[src/rtl/lfo_pkg.sv]
// Shared types, default parameters and small helpers for the LFO controller.
package lfo_pkg;

    typedef enum logic [1:0] {
        PRIME,
        RUN,
        RAMP_DOWN,
        HALT
    } lfo_state_t;

    localparam int CODE_W              = 4;
    localparam int DEF_DEBOUNCE_TICKS  = 441;
    localparam int DEF_RAMP_TICKS      = 64;
    localparam int DEF_PRIME_UPDATES   = 3;

    // Width of a counter that holds 0..n-1; never narrower than one bit.
    function automatic int cnt_width(input int n);
        return (n > 1) ? $clog2(n) : 1;
    endfunction

    // One LSB toward the target, never past it.
    function automatic logic [CODE_W-1:0] step_toward(input logic [CODE_W-1:0] cur,
                                                      input logic [CODE_W-1:0] tgt);
        if (cur < tgt) begin
            return cur + 1'b1;
        end else if (cur > tgt) begin
            return cur - 1'b1;
        end
        return cur;
    endfunction

endpackage

[src/rtl/lfo_debounce.sv]
// Synchroniser plus tick-counted debouncer for one 4-bit switch field.
module lfo_debounce
    import lfo_pkg::*;
#(
    parameter int TICKS = DEF_DEBOUNCE_TICKS
) (
    input  logic              clk,
    input  logic              reset,
    input  logic              sampleTick,
    input  logic [CODE_W-1:0] raw,
    output logic [CODE_W-1:0] stable
);

    localparam int            CW       = cnt_width(TICKS);
    localparam logic [CW-1:0] CNT_LAST = CW'(TICKS - 1);

    logic [CODE_W-1:0] sync_meta;
    logic [CODE_W-1:0] sync_out;
    logic [CODE_W-1:0] candidate;
    logic [CODE_W-1:0] target;
    logic [CW-1:0]     cnt;
    logic              accept;

    // The tick that completes the stability window promotes the candidate.
    assign accept = !reset && sampleTick && (sync_out == candidate) && (cnt == CNT_LAST);

    // Look-ahead output so a ramp step on the accepting edge already uses the new value.
    assign stable = accept ? candidate : target;

    // Two-flop synchroniser for the asynchronous switch inputs.
    always_ff @(posedge clk) begin
        // NOTE: non-blocking assignments make both flops sample pre-edge values, forming a real two-stage chain.
        if (reset) begin
            sync_meta <= '0;
            sync_out  <= '0;
        end else begin
            sync_meta <= raw;
            sync_out  <= sync_meta;
        end
    end

    // Candidate tracking, saturating stability counter and accepted target.
    always_ff @(posedge clk) begin
        if (reset) begin
            candidate <= '0;
            cnt       <= '0;
            target    <= '0;
        end else if (sync_out != candidate) begin
            candidate <= sync_out;
            cnt       <= '0;
        end else if (sampleTick) begin
            if (cnt != CNT_LAST) begin
                cnt <= cnt + 1'b1;
            end
            if (accept) begin
                target <= candidate;
            end
        end
    end

endmodule

[src/rtl/lfo_ctrl.sv]
// LFO sequencing: prime flush, pulse generation, depth ramping and clean stop/restart.
module lfo_ctrl
    import lfo_pkg::*;
#(
    parameter int DEBOUNCE_TICKS = DEF_DEBOUNCE_TICKS,
    parameter int RAMP_TICKS     = DEF_RAMP_TICKS,
    parameter int PRIME_UPDATES  = DEF_PRIME_UPDATES
) (
    input  logic              clk,
    input  logic              reset,
    input  logic              sampleTick,
    input  logic              lfoEnable,
    input  logic [CODE_W-1:0] freqReq,
    input  logic [CODE_W-1:0] depthReq,
    output logic [CODE_W-1:0] freqSetting,
    output logic [CODE_W-1:0] scaleFactor,
    output logic              FIFOupdate,
    output logic              lfoActive,
    output logic              rampBusy
);

    localparam int            RW         = cnt_width(RAMP_TICKS);
    localparam int            PW         = cnt_width(PRIME_UPDATES);
    localparam logic [RW-1:0] RAMP_LAST  = RW'(RAMP_TICKS - 1);
    localparam logic [PW-1:0] PRIME_LAST = PW'(PRIME_UPDATES - 1);

    lfo_state_t        state;
    lfo_state_t        state_next;
    logic [CODE_W-1:0] freq_target;
    logic [CODE_W-1:0] depth_target;
    logic [CODE_W-1:0] eff_target;
    logic [RW-1:0]     ramp_cnt;
    logic [PW-1:0]     prime_cnt;
    logic              pulse;
    logic              ramping;
    logic              ramp_wrap;

    lfo_debounce #(.TICKS(DEBOUNCE_TICKS)) u_freq_db (
        .clk        (clk),
        .reset      (reset),
        .sampleTick (sampleTick),
        .raw        (freqReq),
        .stable     (freq_target)
    );

    lfo_debounce #(.TICKS(DEBOUNCE_TICKS)) u_depth_db (
        .clk        (clk),
        .reset      (reset),
        .sampleTick (sampleTick),
        .raw        (depthReq),
        .stable     (depth_target)
    );

    // Disabling modulation retargets the ramp to zero immediately.
    assign eff_target = lfoEnable ? depth_target : '0;
    assign pulse      = sampleTick && (state != HALT);
    assign ramping    = sampleTick && ((state == RUN) || (state == RAMP_DOWN));
    assign ramp_wrap  = ramping && (ramp_cnt == RAMP_LAST);
    assign lfoActive  = (state == RUN) || (state == RAMP_DOWN);
    assign rampBusy   = (scaleFactor != eff_target);

    // State register.
    always_ff @(posedge clk) begin
        if (reset) begin
            state <= PRIME;
        end else begin
            state <= state_next;
        end
    end

    // Next-state logic.
    always_comb begin
        // NOTE: default first so every path assigns state_next and no latch is inferred.
        state_next = state;
        case (state)
            PRIME: begin
                if (sampleTick && (prime_cnt == PRIME_LAST)) begin
                    state_next = lfoEnable ? RUN : HALT;
                end
            end
            RUN: begin
                if (!lfoEnable) begin
                    state_next = RAMP_DOWN;
                end
            end
            RAMP_DOWN: begin
                if (lfoEnable) begin
                    state_next = RUN;
                end else if (scaleFactor == '0) begin
                    state_next = HALT;
                end
            end
            HALT: begin
                if (lfoEnable) begin
                    state_next = RUN;
                end
            end
            default: state_next = PRIME;
        endcase
    end

    // Pulse, code registers and counters; codes move only on a pulse-issuing edge.
    always_ff @(posedge clk) begin
        if (reset) begin
            freqSetting <= '0;
            scaleFactor <= '0;
            FIFOupdate  <= 1'b0;
            ramp_cnt    <= '0;
            prime_cnt   <= '0;
        end else begin
            FIFOupdate <= pulse;
            if (pulse) begin
                freqSetting <= freq_target;
            end
            if ((state == PRIME) && sampleTick && (prime_cnt != PRIME_LAST)) begin
                prime_cnt <= prime_cnt + 1'b1;
            end
            if (state == HALT) begin
                ramp_cnt <= '0;
            end else if (ramping) begin
                ramp_cnt <= ramp_wrap ? '0 : ramp_cnt + 1'b1;
            end
            if (ramp_wrap) begin
                scaleFactor <= step_toward(scaleFactor, eff_target);
            end
        end
    end

endmodule

[config.mk]
export PLATFORM = sky130hd
export DESIGN_NAME = lfo_ctrl
export DESIGN_NICKNAME = d
export VERILOG_FILES = /design/src/rtl/lfo_pkg.sv /design/src/rtl/lfo_debounce.sv /design/src/rtl/lfo_ctrl.sv
export SDC_FILE = /design/constraint.sdc
export NUM_CORES = 1
export LEC_CHECK = 0
export CORE_MARGIN = 8
export CORE_UTILIZATION = 55
export CTS_CLUSTER_SIZE = 28
export DETAILED_ROUTE_END_ITERATION = 16
export GPL_TIMING_DRIVEN = 0
export PLACE_DENSITY = 0.81
export REMOVE_ABC_BUFFERS = 1
export SYNTH_ARGS = -nofsm -noshare
export SYNTH_HDL_FRONTEND = slang
export SYNTH_SLANG_ARGS = --single-unit
[constraint.sdc]
create_clock -name clk -period 5.9 [get_ports clk]
set_input_delay 1.77 -clock clk [delete_from_list [all_inputs] [get_ports clk]]
set_output_delay 1.77 -clock clk [all_outputs]
set_load 0.02 [all_outputs]
==> reports/qor.yml, run 1 <==
outcome:
  status: "complete, no violations"
clock_network:
  cts.clk_slew.worst_paths_ns: 0.07
  tritoncts: "built"
  cts_buffers: 9
  clock_latency_ns: 0.34
  clk_path_buf_depth: 2
  h-tree-depth: 3
  cts-root-buf: "clkbuf_8"
  cts_hold_buf: 0
  cts_sinks: 69
sta:
  setup_viol: 0
  fin_worst_skew_ns: 0.00966
  worst_pin_slew_ns: 0.735
  relSlewSlack_pct: 50.4
  final-max-slew-violation-count: 0
  hold_violations: 0
  max_freq_mhz: 186
  worst_slack_ns: 0.528
  period_needed_ns: 5.37
  finalCritPeriodShare_pct: 91.1
  rsz0062_at_grt: "no"
place:
  io_buffer_count: 22
  routabilityCongestion: 0.782
  place_ws_ns: -0.454
  place_inst: 393
  dp_hpwl_mm: 3.42
hold_path:
  hp-class: "register to register"
critical_path:
  cp-end-kind: "output port"
  crit_family: "buffers and inverters"
  critPathBufInv: 4
  path_class: "input port to output port"
  worstPathArrival_ns: 3.60
  start_kind: "input port"
  crit_slowest_cell: "clkdlybuf4s15_2"
  cp_max_fo: 12
  cp.required_ns: 4.13
  max_stage_delay_ns: 0.34
  cp_cell_sequence: "clkdlybuf4s15_2 > inv_2 > nor2_2 > nand4b_1 > buf_4 > mux2i_1 > nand2b_1 > ha_1 > nand4_1 > dlymetal6s2s_1"
layout:
  mostFrequentLayoutCells: "dfxtp_1, nor2_1, nor2b_1, clkdlybuf4s50_1, xor2_1"
  area_growth_pct: 15.8
  final_common_cell: "dfxtp_1"
  layout.cells.non_filler: 409
  diodes: 0
  drive_gt1_share_pct: 6.19
  layout.nets: 364
  n_fill_cell: 431
power_and_ir_drop:
  seqPwrFrac_pct: 50.2
  p_leak_uw: 0.00137
  powerDensity_nw_per_um2: 298
  netSwitchingPower_uw: 267
  total_power_uw: 1010
  combPwrFrac_pct: 13.5
  switching_share_pct: 26.4
  vdd_ir_drop_max_mv: 0.190
  power.share.clock_pct: 36.4
  p_int_uw: 746
detailed_routing:
  vias_per_cell: 5.17
  wl_per_cell_um: 12.1
  first_iter_violations: 110
  vias: 2113
  drt_pre_antenna_iters: 4
  ant_nets: 0
  drt-total-wl_mm: 4.93
  post-route-drc-count: 0
global_routing:
  grt_max_degree: 52
  grt_overflow: 0
  grt_pass1_wl_mm: 8.56
  grt_pass1_vias: 2029
  antenna_found_initial: 0
  track_usage_pct: 13.7
die:
  io_pins: 23
  die_area_um2: 7940
  die_w_um: 89.1
  die_y_um: 89.1
  rows: 26
  core_area_um2: 5140
  start_util_pct: 57.2
yosys:
  netlist_area_um2: 2940
  ys_seq_elements: 69
  postSynthAreaPerCell_um2: 9.42
  ys_seq_area_share_pct: 47.0
  syn_inst: 312
  yosysUniqueCellTypes: 35
  yosysWarnings: 0
flow_run:
  cap_viol_max_count: 0
## cells by family (layout without fill, tap and decap cells)
kind of cell	count (synthesis)	after routing	synth area share (%)
adders and majority gates	17	17	7.49
muxes	14	14	4.77
and+or+nand+nor	138	138	24.1
DFF	69	69	47.0
AOI/OAI and AO/OA	23	23	5.15
xor gates and xnor gates	29	29	8.64
buffers and inverters	22	49	2.85
## registers in the layout (all words and copies together) (netlist names), 4 cells and up
register / flops
u_depth_db.cnt: 9
u_freq_db.cnt: 9
ramp_cnt: 6
freqSetting: 4
scaleFactor: 4
u_depth_db.candidate: 4
u_depth_db.sync_meta: 4
u_depth_db.sync_out: 4
u_depth_db.target: 4
u_freq_db.candidate: 4
u_freq_db.sync_meta: 4
u_freq_db.sync_out: 4
u_freq_db.target: 4
## repair_timing
action / CTS / global route
gates resized for setup: 4 / 2
hold endpoints to repair: 0 / 0
gates cloned: 0 / 0
setup endpoints to repair: 1 / 1
pin swaps: 1 / 0
setup buffers: 1 / 0
## power by group through the flow
stage | combinational (uW) | sequential [uW] | clock (uW)
final | 136 | 508 | 369
after global routing | 154 | 512 | 395
after CTS | 137 | 508 | 377
after detailed placement | 136 | 519 | 0
after global placement | 133 | 518 | 0
after floorplan | 89.3 | 519 | 0
## worst paths after layout
check	start	endpoint	slack, ns	depth (start not counted)
setup / recovery	sampleTick	rampBusy	0.53	10
hold / removal	u_depth_db.sync_meta[0]	u_depth_db.sync_out[0]	0.44	1
hold reg to reg	u_depth_db.sync_meta[0]	u_depth_db.sync_out[0]	0.44	1
setup reg to reg	u_depth_db.cnt[0]	scaleFactor[3]	2.25	18
## cell type report
| cell class | count | area (um^2) | share of cell area (%) |
|---|---|---|---|
| sequential | 69 | 1380 | 40.6 |
| tap | 70 | 87.6 | 2.57 |
| inverter | 11 | 41.3 | 1.21 |
| clock buffer | 9 | 124 | 3.64 |
| timing repair buffer | 23 | 229 | 6.73 |
| clock inverter | 6 | 65.1 | 1.91 |
| multi-input combinational | 221 | 1480 | 43.4 |
## Yosys cell counts
master | instances | share of area [%]
or3_1 | 1 | 0.21
xnor2_1 | 12 | 3.6
or2_1 | 1 | 0.21
o31ai_1 | 1 | 0.26
or4_1 | 2 | 0.51
and4_4 | 1 | 0.38
mux2i_1 | 14 | 4.8
ha_1 | 16 | 6.8
a21o_1 | 1 | 0.26
buf_1 | 2 | 0.26
o21ai_1 | 2 | 0.34
clkbuf_1 | 8 | 1.0
nand2b_1 | 5 | 1.1
o211ai_1 | 1 | 0.26
and2_1 | 1 | 0.21
a21oi_1 | 9 | 1.5
a211oi_1 | 6 | 1.5
buf_2 | 1 | 0.17
nand4_1 | 8 | 1.7
nand2_1 | 14 | 1.8
nand4b_1 | 4 | 1.2
inv_2 | 1 | 0.13
and3_1 | 4 | 0.85
nor2_1 | 49 | 6.3
nor3b_1 | 2 | 0.51
or4b_1 | 1 | 0.34
fa_1 | 1 | 0.68
a2111o_1 | 1 | 0.38
inv_1 | 10 | 1.3
xor2_1 | 17 | 5.1
o41ai_1 | 2 | 0.60
nor2b_1 | 28 | 6.0
nand3_1 | 12 | 2.0
nor3_1 | 5 | 0.85
dfxtp_1 | 69 | 47
## per-stage QoR
stage	area, um^2	setup TNS, ns	hold slack (ns)	utilization [%]
floorplan	2900	0	0.414	-
global placement	3200	-2.03	0.417	62.3
detailed placement	3200	-0.454	0.425	62.2
CTS	3400	0	0.443	66.1
global route	3400	0	0.453	66.2
finish	3400	0	0.442	66.2
## layer usage
| layer | share of wire [%] | GRT usage [%] | up-vias |
|---|---|---|---|
| li1 | - | - | 1094 |
| met1 | 49 | 16.0 | 972 |
| met2 | 46 | 22.6 | 38 |
| met3 | 3.3 | 3.31 | 9 |
| met4 | 2.0 | 7.25 | 0 |
| met5 | 0 | 0 | - |
Note: power is estimated with default switching activity, not from simulation.
==> inputs of run 2 (changes only) <==
- REMOVE_ABC_BUFFERS: 1 -> default
==> run 2 against run 1 <==
Clock skew increased by 0.0036 ns. Sequential share of layout area down 1.3 points. Clock-buffer cell count up 2. Via count increased by 3.5%. Sequential power hardly changed. Wire length rose by 9.1%. Setup slack worse by 0.34 ns. Global-route usage increased by 1.6 points. Fmax decreased by 6.0%. Largest cell class unchanged.
==> reports/qor.yml, run 2 (synthesis gave the netlist of run 1 again) <==
layout:
  seq_area_um2: 1380  # unchanged
  top_regs: "u_depth_db.cnt (9), u_freq_db.cnt (9), ramp_cnt (6)"
  final_common_cell: "dfxtp_1"
  drive_gt1_share_pct: 5.98  # -0.21 points
  layout.nets: 375  # +3.0%
  area_growth_pct: 19.5
  mostFrequentLayoutCells: "dfxtp_1, nor2_1, nor2b_1, clkdlybuf4s50_1, xor2_1"
  multi_input_area_um2: 1480  # unchanged
  n_fill_cell: 418  # -3.0%
  diodes: 0  # unchanged
  finalInstanceArea_um2: 3510  # +3.2%
die:
  die_area_um2: 7940  # unchanged
  core_area_um2: 5140  # unchanged
  io_pins: 23  # unchanged
  die_w_um: 89.1  # unchanged
  rows: 26  # unchanged
  die_y_um: 89.1  # unchanged
  start_util_pct: 57.2  # unchanged
critical_path:
  crit_slowest_cell: "clkdlybuf4s50_1"
  cp.required_ns: 4.13  # about the same
  cp_cell_sequence: "clkdlybuf4s50_1 > inv_2 > nor2_2 > nand4b_1 > buf_4 > mux2i_1 > nand2b_1 > ha_1 > nand4_1 > dlygate4sd2_1"
  crit_family: "buffers and inverters"
  worstPathArrival_ns: 3.94  # +0.34 ns
  start_kind: "input port"
  cp-end-kind: "output port"
  cp_max_fo: 4  # -8
  max_stage_delay_ns: 0.53  # +0.19 ns
  reg2reg_setup_slack_ns: 2.14  # -0.11 ns
  critPathBufInv: 4  # unchanged
  path_class: "input port to output port"
power_and_ir_drop:
  powerDensity_nw_per_um2: 321  # +8.0%
  p_leak_uw: 0.00140  # +2.1%
  vdd_ir_drop_max_mv: 0.237  # +24%
  total_power_uw: 1130  # +11%
detailed_routing:
  drt_pre_antenna_iters: 4  # unchanged
  drt-total-wl_mm: 5.38  # +9.1%
  wl_per_cell_um: 12.8  # +6.0%
  vias: 2187  # +3.5%
  first_iter_violations: 108  # -1.8%
  ant_nets: 0  # unchanged
  post-route-drc-count: 0  # unchanged
  vias_per_cell: 5.19  # +0.55%
place:
  routabilityCongestion: 0.806  # +3.1%
  io_buffer_count: 22  # unchanged
  place_area_um2: 3250  # +1.5%
  dp_hpwl_mm: 3.82  # +12%
sta:
  final-max-slew-violation-count: 0  # unchanged
  period_needed_ns: 5.71  # +0.342 ns
  relSlewSlack_pct: 50.1  # -0.28 points
  rsz0062_at_grt: "no"
  worst_pin_slew_ns: 0.739  # +0.00409 ns
  setup_viol: 0  # unchanged
  fin_worst_skew_ns: 0.0133  # +0.00364 ns
  max_freq_mhz: 175  # -6.0%
  finalCritPeriodShare_pct: 96.9  # +5.8 points
  hold_violations: 0  # unchanged
global_routing:
  antenna_found_initial: 0  # unchanged
  grt_pass1_vias: 2120  # +4.5%
  grt_overflow: 0  # unchanged
  grt_pass1_wl_mm: 9.39  # +9.7%
  track_usage_pct: 15.3  # +1.6 points
  grt_max_degree: 13  # -75%
clock_network:
  cts.clk_slew.worst_paths_ns: 0.07  # about the same
  cts_sinks: 69  # unchanged
  h-tree-depth: 3  # unchanged
  cts-root-buf: "clkbuf_8"
  clock_latency_ns: 0.34  # about the same
  cts_buffers: 9  # unchanged
  clk_path_buf_depth: 2  # unchanged
  tritoncts: "built"
  cts_hold_buf: 0  # unchanged
outcome:
  status: "complete, no violations"
hold_path:
  hp-class: "register to register"
yosys:
  synth_nets: 341
flow_run:
  cap_viol_max_count: 0  # unchanged
run 2: cell count changes in the layout (fill, tap and decap cells not counted), moves of 2 or more:
cell             before  now
clkbuf_1              0    8
buf_1                 0    2
bufinv_16             1    3
clkinv_2              2    0
clkbuf_8              9   11
clkdlybuf4s50_1      19   21
run 2: layout make-up:
class | count | share of cell area (%)
flip-flops and latches | 69 | 39.3
inverters | 11 | 1.18
multi-input cells | 221 | 42.0
clock buffers | 11 | 4.31
plain buffers | 11 | 1.21
clock inverters | 5 | 3.03
well taps | 70 | 2.49
repair buffers | 23 | 6.45
run 2: timing repair:
| action | 4_1_cts | 5_1_grt |
|---|---|---|
| setup buffers | 1 | 0 |
| endpoints found under the hold margin | 0 | 0 |
| gates resized for setup | 2 | 0 |
| endpoints found under the setup margin | 1 | 0 |
run 2: stage by stage:
step                std cells  worst slack, ns  util, %  setup TNS, ns  hold slack (ns)
floorplan                 312             1.04        -              0            0.414
global placement          404           -0.211     63.2         -0.211            0.417
global route              421           0.0443     68.4              0            0.459
finish                    421            0.185     68.4              0            0.436
detailed placement        404           -0.230     63.2         -0.230            0.420
CTS                       421            0.225     68.4              0            0.437
run 2: final timing paths:
path	depth (start not counted)	startpoint	endpoint
worst max-delay path	10	sampleTick	rampBusy
worst min-delay path	1	u_depth_db.sync_meta[2]	u_depth_db.sync_out[2]
worst max register to register	18	u_depth_db.cnt[0]	scaleFactor[3]
worst min register to register	1	u_depth_db.sync_meta[2]	u_depth_db.sync_out[2]
run 2: layer usage:
metal / routed length [um] / vias up / share of wire (%) / global-route usage, %
met1: 2520 / 1022 / 47 / 18.5
met5: 0 / - / 0 / 0
met3: 173 / 9 / 3.2 / 3.03
met2: 2600 / 39 / 48 / 24.6
met4: 87 / 0 / 1.6 / 8.76
li1: - / 1117 / - / -
run 2: power by group:
group	switching (uW)	internal [uW]
Combinational	77.3	65.1
Clock	173	304
Sequential	18.9	490
==> inputs of run 3 (changes only) <==
- SYNTH_HIERARCHICAL: default -> 1
==> run 3 against run 2 <==
Sequential cell count unchanged. Global-route usage shrank 1.2 points. Register-to-register slack lost 0.15 ns. Area after synthesis increased by 5.0%. Core utilization shrank 2.2 points. Sequential share of layout area down 1.1 points. Hold slack better by 0.0012 ns. Synthesized cell count rose by 5.4%. Wire length is 2.3% higher. Sequential power hardly changed. Non-clock buffer count is 4 lower. Highest routed layer unchanged.
==> reports/qor.yml, run 3 <==
layout:
  layout.nets: 391  # +4.3%
  seq_area_um2: 1380  # unchanged
  n_fill_cell: 454  # +8.6%
  layout.cells.non_filler: 439  # +4.3%
  final_common_cell: "dfxtp_1"
  finalInstanceArea_um2: 3620  # +3.0%
  top_regs: "u_depth_db/cnt (9), u_freq_db/cnt (9), ramp_cnt (6)"
  mostFrequentLayoutCells: "dfxtp_1, nor2_1, nand2_1, nor2b_1, xnor2_1"
  drive_gt1_share_pct: 8.72  # +2.7 points
  area_growth_pct: 17.2
  multi_input_area_um2: 1630  # +10%
  diodes: 0  # unchanged
clock_network:
  cts_buffers: 9  # unchanged
  cts-root-buf: "clkbuf_8"
  cts_hold_buf: 0  # unchanged
  cts.clk_slew.worst_paths_ns: 0.07  # about the same
  clock_latency_ns: 0.33  # about the same
  tritoncts: "built"
  cts_sinks: 69  # unchanged
  clk_path_buf_depth: 2  # unchanged
  h-tree-depth: 3  # unchanged
critical_path:
  cp.required_ns: 4.13  # about the same
  worstPathArrival_ns: 3.94  # about the same
  cp-end-kind: "output port"
  path_class: "input port to output port"
  max_stage_delay_ns: 0.54  # about the same
  cp_max_fo: 16  # +12
  cp_cell_sequence: "buf_4 > nand4_2 > or4b_4 > o21ai_1 > nand2_1 > and2_1 > ha_1 > nand4_1 > dlygate4sd2_1"
  start_kind: "input port"
  crit_slowest_cell: "or4b_4"
detailed_routing:
  ant_nets: 0  # unchanged
  post-route-drc-count: 0  # unchanged
  vias_per_cell: 5.27  # +1.4%
  drt_pre_antenna_iters: 4  # unchanged
  first_iter_violations: 81  # -25%
  vias: 2313  # +5.8%
  wl_per_cell_um: 12.5  # -1.9%
  drt-total-wl_mm: 5.50  # +2.3%
place:
  place_area_um2: 3400  # +4.6%
  routabilityCongestion: 0.807  # +0.12%
  place_ws_ns: -0.829  # -0.599 ns
  dp_hpwl_mm: 3.99  # +4.5%
  place_inst: 423  # +4.7%
  io_buffer_count: 22  # unchanged
yosys:
  synth_area_leaders: "dfxtp_1, ha_1, xnor2_1, nor2b_1, nor2_1"
  synth_nets: 358  # +5.0%
  synth_area_leader_cell: "dfxtp_1"
  syn_inst: 329  # +5.4%
  netlist_area_um2: 3090  # +5.0%
  postSynth.asyncResetShare_pct: 0  # unchanged
  synth_edf_count: 0  # unchanged
  ys_seq_elements: 69  # unchanged
  postSynthAreaPerCell_um2: 9.38  # -0.40%
  ys_seq_area_share_pct: 44.8  # -2.2 points
  synth_ff_type: "dfxtp_1"
  yosys-top-cells-count: "dfxtp_1, nor2_1, nand2_1, nor2b_1, xnor2_1"
  yosysUniqueCellTypes: 36  # +2.9%
  synth.most_common_cell: "dfxtp_1"
  yosysWarnings: 6  # +6
  netlist.area_leader.share_pct: 44.8  # -2.2 points
global_routing:
  grt_overflow: 0  # unchanged
  grt_pass1_wl_mm: 9.58  # +2.0%
  track_usage_pct: 14.1  # -1.2 points
  antenna_found_initial: 0  # unchanged
  grt_pass1_vias: 2217  # +4.6%
  grt_max_degree: 28  # +15
sta:
  worst_slack_ns: 0.195  # +0.00947 ns
  hold_violations: 0  # unchanged
  worst_pin_slew_ns: 0.498  # -0.241 ns
  finalCritPeriodShare_pct: 96.7  # -0.16 points
  hold_ws_ns: 0.437  # +0.00125 ns
  final-max-slew-violation-count: 0  # unchanged
  period_needed_ns: 5.71  # -0.00947 ns
  setup_viol: 0  # unchanged
  fin_worst_skew_ns: 0.00502  # -0.00828 ns
  relSlewSlack_pct: 66.5  # +16 points
  max_freq_mhz: 175  # +0.17%
  rsz0062_at_grt: "no"
die:
  rows: 27  # +3.8%
  start_util_pct: 56.4  # -0.78 points
  core_area_um2: 5470  # +6.5%
  die_w_um: 90.9  # +2.0%
  die_y_um: 90.9  # +2.0%
  die_area_um2: 8270  # +4.1%
  io_pins: 23  # unchanged
hold_path:
  hp-class: "register to register"
outcome:
  status: "complete, no violations"
power_and_ir_drop:
  p_leak_uw: 0.00137  # -2.1%
  vdd_ir_drop_max_mv: 0.263  # +11%
  powerDensity_nw_per_um2: 297  # -7.6%
flow_run:
  cap_viol_max_count: 0  # unchanged
-- run 3: cell count changes after synthesis, sizes merged, moves of 5 or more --
| cell | change |
|---|---|
| a21oi | +7 |
| mux2i | -6 |
| nand2 | +13 |
| nand2b | -5 |
| nand4 | +5 |
| nor2 | -7 |
| o21ai | +8 |
| xnor2 | +8 |
| xor2 | -7 |
-- run 3: critical path, delay by kind of cell --
kind,cells,cell delay (ns)
AOI/OAI and AO/OA,1,0.18
adders and majority gates,1,0.27
buffers and inverters,2,0.57
and+or+nand+nor,5,1.13
-- run 3: final timing paths --
kind	slack, ns	to	startpoint	cells past startpoint
max	0.19	rampBusy	sampleTick	9
min	0.44	u_depth_db/sync_out[2]	u_depth_db/sync_meta[2]	1
max reg2reg	1.99	scaleFactor[3]	u_depth_db/cnt[0]	17
min reg2reg	0.44	u_depth_db/sync_out[2]	u_depth_db/sync_meta[2]	1
-- run 3: through the flow --
| stage | utilization (%) | setup TNS (ns) | total power, uW |
|---|---|---|---|
| finish | 66.1 | 0 | 1070 |
| detailed placement | 62.1 | -0.977 | 664 |
| CTS | 66.1 | 0 | 1090 |
| floorplan | - | 0 | 618 |
| global placement | 62.1 | -0.795 | 655 |
| global route | 66.1 | 0 | 1130 |
-- run 3: cell families (layout without fill, tap and decap cells) --
group                      count (synthesis)  count (layout)  synth area share (%)
buffers and inverters                     20              58                  2.43
and+or+nand+nor                          147             147                  26.6
adders and majority gates                 17              17                  7.13
AOI/OAI and AO/OA                         38              38                  7.95
xor gates and xnor gates                  30              30                  8.51
DFF                                       69              69                  44.8
muxes                                      8               8                  2.59
-- run 3: metal layers --
metal  up-vias  wire, um  share of wire [%]  track usage [%]
li1       1197         -                  -                -
met1      1077      2650                 48             16.7
met2        32      2590                 47             22.9
met3         7       183                3.3             3.82
met4         0        87                1.6             7.37
met5         -         0                  0                0
-- run 3: timing repair --
item,CTS,global route
endpoints found under the setup margin,1,0
gates resized for setup,10,0
setup buffers,0,0
-- run 3: power by group --
| group | total [uW] | switching (uW) | leakage [uW] | internal, uW |
|---|---|---|---|---|
| Combinational | 145 | 80.2 | 0.000694 | 65.2 |
| Clock | 421 | 172 | 0.000112 | 249 |
| Sequential | 508 | 18.6 | 0.000561 | 489 |
-- run 3: area by class of cell --
class | instances | area share, %
plain buffers | 8 | 0.830
multi-input cells | 240 | 45.1
inverters | 12 | 1.24
clock buffers | 10 | 3.80
flip-flops and latches | 69 | 38.2
well taps | 72 | 2.49
clock inverters | 6 | 2.39
repair buffers | 22 | 6.02
